<file path="config.mk">
export PLATFORM = sky130hd
export DESIGN_NAME = my_bitscan16
export DESIGN_NICKNAME = d
export VERILOG_FILES = /design/src/rtl/my_bitscan16.sv
export SDC_FILE = /design/constraint.sdc
export NUM_CORES = 1
export LEC_CHECK = 0
export ABC_AREA = 1
export CORE_MARGIN = 2
export CORE_UTILIZATION = 56
export CTS_BUF_LIST = sky130_fd_sc_hd__clkbuf_4
export CTS_CLUSTER_DIAMETER = 80
export CTS_CLUSTER_SIZE = 24
export DETAILED_ROUTE_END_ITERATION = 10
export PLACE_DENSITY_LB_ADDON = 0.3
export SYNTH_ARGS = -nofsm -noshare
export SYNTH_HDL_FRONTEND = slang
export SYNTH_SLANG_ARGS = --single-unit
</file>
<file path="constraint.sdc">
create_clock -name clk -period 3.2 [get_ports clk]
set_clock_uncertainty 0.1 [all_clocks]
set_input_delay 0.64 -clock clk [delete_from_list [all_inputs] [get_ports clk]]
set_output_delay 0.64 -clock clk [all_outputs]
set_load 0.005 [all_outputs]
</file>
<file path="src/rtl/my_bitscan16.sv">
// my_bitscan16: sequential set-bit scanner.
// Accepts one 16-bit word, then emits the 4-bit index of each set bit,
// lowest first, one index per beat on a valid/ready output stream.
// Optional feature macro: MY_BITSCAN16_POPCOUNT_EN adds the popcnt port,
// which reports the set-bit count of the last accepted word.
//
// Handshake semantics (both streams): a transfer happens on a rising clk
// edge where valid and ready are both 1. A producer holds valid and its
// payload stable until the transfer; valid never depends on ready.
// The state register is visible as busy (SCAN) / in_ready (IDLE).
module my_bitscan16 (
    input  logic        clk,
    input  logic        reset,
    input  logic        in_valid,
    output logic        in_ready,
    input  logic [15:0] in,
    output logic        out_valid,
    input  logic        out_ready,
    output logic [3:0]  out_idx,
    output logic        out_last,
    output logic        busy,
    output logic        any
`ifdef MY_BITSCAN16_POPCOUNT_EN
    ,
    output logic [4:0]  popcnt
`endif
);

    localparam logic ST_IDLE = 1'b0;
    localparam logic ST_SCAN = 1'b1;

    logic        state;
    logic [15:0] pend;
    logic [3:0]  low_idx;
    logic        pend_single;
    logic        accept;
    logic        beat;

    assign accept = in_valid && (state == ST_IDLE);
    assign beat   = out_ready && (state == ST_SCAN);

    // Lowest set bit of pend; scanning from the top lets lower bits win.
    always_comb begin
        low_idx = 4'd0;
        for (int i = 15; i >= 0; i--) begin
            if (pend[i]) begin
                low_idx = 4'(i);
            end
        end
    end

    // Exactly one bit left: clearing the lowest set bit leaves zero.
    assign pend_single = (pend != 16'd0) && ((pend & (pend - 16'd1)) == 16'd0);

    // Outputs decode only state and pend, so no input reaches an output
    // combinationally.
    assign in_ready  = (state == ST_IDLE);
    assign busy      = (state == ST_SCAN);
    assign out_valid = (state == ST_SCAN);
    assign out_idx   = low_idx;
    assign out_last  = (state == ST_SCAN) && pend_single;

    // Scanner state, pending bits and the any flag.
    always_ff @(posedge clk) begin
        if (reset) begin
            state <= ST_IDLE;
            pend  <= 16'd0;
            any   <= 1'b0;
        end else begin
            if (accept) begin
                any <= |in;
                // A zero word produces no beats, so the block stays idle.
                if (in != 16'd0) begin
                    pend  <= in;
                    state <= ST_SCAN;
                end
            end else if (beat) begin
                if (pend_single) begin
                    pend  <= 16'd0;
                    state <= ST_IDLE;
                end else begin
                    // Drop the lowest set bit just emitted.
                    pend <= pend & (pend - 16'd1);
                end
            end
        end
    end

`ifdef MY_BITSCAN16_POPCOUNT_EN
    logic [4:0] in_ones;

    // Set-bit count of the offered word.
    always_comb begin
        in_ones = 5'd0;
        for (int i = 0; i < 16; i++) begin
            in_ones = in_ones + {4'd0, in[i]};
        end
    end

    // Capture the count on accept; it holds until the next accept.
    always_ff @(posedge clk) begin
        if (reset) begin
            popcnt <= 5'd0;
        end else if (accept) begin
            popcnt <= in_ones;
        end
    end
`endif

endmodule
</file>
==> results.toml <==
[setup_path]
max_stage_delay_ns = 0.52
crit_top_cell = "nor2_1"
cp_slowest_cell = "clkdlybuf4s50_1"
path_buf_inv = 1
cp-start-kind = "register"
r2r-start = "busy"
path_cells = "nor2_2 > nand2_1 > nor3_1 > nor2_1 > nor2_1 > nand3_1 > nor2_1 > nand2_1 > nor3_2 > clkdlybuf4s50_1"
crit_cells = 10
cp-endpoint = "out_last"
crit_family = "simple AND/OR/NAND/NOR gates"
r2r_slack_ns = 1.25
crit_arrival_ns = 2.27
required_ns = 2.46
regToRegEndpoint = "pend[9]"
crit_path_max_fanout = 5
end_kind = "output port"
criticalPathCategory = "register to output port"
reg2reg_depth = 8
crit_start = "pend[2]"

[drt]
wl_met2_um = 1460
wl_met1_um = 1710
wl_per_cell_um = 11.8
dr_wl_met3_um = 263
topRoutingLayerUsed = "met4"
ant_nets = 0
drt_pre_antenna_iters = 4
drt_iter0_markers = 67
vias = 1540
wl_um = 3450
drcViolationCount = 0
via_per_inst = 5.26

[clocking]
cts_buffers = 3
clkTransAtPathRegs_ns = 0.11
clock_sinks = 18
ctsHoldBuffers = 0
cts_buffer_depth = 2
worstSkewPairLatency_ns = 0.29
postCtsResizedCells = 0
post_cts_buffers = 0
htreeDepth = 1
clock-root-buffer = "clkbuf_4"
tritoncts = "built"

[die]
die_area_sq_um = 2830
dieHeight_um = 53.2
pin_count = 29
coreArea_sq_um = 2250
rows = 17
die_w_um = 53.2
start_util_pct = 60.1

[sta]
fin_hold_ws_ns = 0.377
fmax_ghz = 0.332
tns_ns = 0
setup_viol = 0
hold_viol_final = 0
slew-limit-headroom_pct = 69.2
rsz0062_at_grt = "no"
tightest_slew_ns = 0.461
drv_slew = 0
period_minus_slack_ns = 3.01
fin_crit_sh_pct = 94.1

[final_layout]
antenna_cells = 0
syn2layout_area_growth_pct = 23.2
layout.cells.non_filler = 293
stdcell_area_sq_um = 1670
nFillCells = 230
drive_gt1_share_pct = 6.42
nets = 286

[synth]
synth_top_family_by_area = "simple AND/OR/NAND/NOR gates"
yosysWarnings = 0
yosys.area_share.simple_pct = 42.5
yosysTopAreaCell = "dfxtp_1"
synth-seq-cells = 18
syn_avg_cell_area_sq_um = 5.69
ys_types = 24
synth_top_area_share_pct = 26.6
synth.mux.area_fraction_pct = 0
synth_area_leaders = "dfxtp_1 (27%), nand2_1 (17%), nor2_1 (11%), inv_1 (10%), a21oi_1 (9.6%)"
yosys.area_share.xor_xnor_pct = 0
yosysSeqAreaShare_pct = 26.6
synth_adder_area_share_pct = 0
syn_area_sq_um = 1360
syn-num-nets = 258
synth_cells = 238
synth-compound-area-share_pct = 18.1

[global_route]
grt_max_degree = 18
antenna_found_initial = 0
grt_pass1_wl_um = 5770
grt_pass1_vias = 1318
grt_use_total_pct = 27.8
globalRouteOverflowTotal = 0

[worst_hold_path]
hold_class = "register to register"

[power]
total_power_uw = 706
power.density_nw_per_um2 = 423
p_leak_uw = 0.000803
peakVddDrop_uv = 299

[run]
maxCapViolations = 0

[placement]
port_buffers = 28
place.gp.congestion = 0.921
placed_cells = 289
place_hpwl_um = 2740
place_area_sq_um = 1640

[outcome]
status = "completed"
[worst reg2reg max path, stage by stage, from the launching register on]
cell     delay, ns
dfxtp_1       0.40
inv_1         0.11
nand2_2       0.28
inv_2         0.10
nand2_4       0.10
nand2_4       0.12
inv_1         0.39
nand2_1       0.10
a21oi_1       0.18
[report_power, final]
group	switching [uW]	internal (uW)	total, uW	leakage, uW
Clock	71.5	45.3	117	0.0000154
Sequential	23.0	244	267	0.000148
Combinational	181	141	322	0.000640
Total	276	430	706	0.000803
[state kept, by name, summed over array words and instances, names as in the netlist]
signal	count
pend	16
busy	1
any	1
[worst min-delay path by stage]
stage	depth (start not counted)	start	end
2_1_floorplan	2	pend[9]	pend[9]
3_3_place_gp	2	any	any
3_5_place_dp	2	any	any
4_1_cts	2	any	any
5_1_grt	2	any	any
6_report	2	any	any
[final cells by class]
class,count,area [sq um],area share [%]
clock inverter,1,3.75,0.225
tap,28,35.0,2.10
inverter,37,139,8.32
timing repair buffer,29,288,17.2
multi-input combinational,177,821,49.2
sequential,18,360,21.6
clock buffer,3,22.5,1.35
[cell usage in the layout (no fill, tap or decap), drive strengths merged]
master,n
nand4,1
inv,37
clkdlybuf4s50,28
nor2,41
a21oi,26
nand2,68
o211ai,1
nor3,5
clkinv,1
clkbuf,3
buf,1
nand3,12
o21ai,20
nand3b,2
dfxtp,18
nor4b,1
[kinds of logic after synthesis]
| group | Yosys count |
|---|---|
| buf+inv | 43 |
| flops | 18 |
| compound gates | 47 |
| simple gates | 130 |
[metrics by stage]
stage               utilization (%)  setup slack [ns]
floorplan                         -              1.19
global placement               72.9             0.538
detailed placement             72.9             0.505
CTS                            74.0             0.187
global route                   74.0           0.00671
finish                         74.0             0.188
[cells in the mapped netlist (all sizes together)]
master  number
clkbuf       2
nand3       12
dfxtp       18
nand2       68
a21oi       26
nand3b       2
inv         37
buf          4
nor2        41
nor4b        1
o21ai       20
o211ai       1
nor3         5
nand4        1
[metal layers]
metal	GRT usage, %	vias to the layer above
li1	-	802
met1	41.8	669
met2	41.9	65
met3	3.95	4
met4	5.56	0
met5	0	-
(Power assumes the default switching activity.)
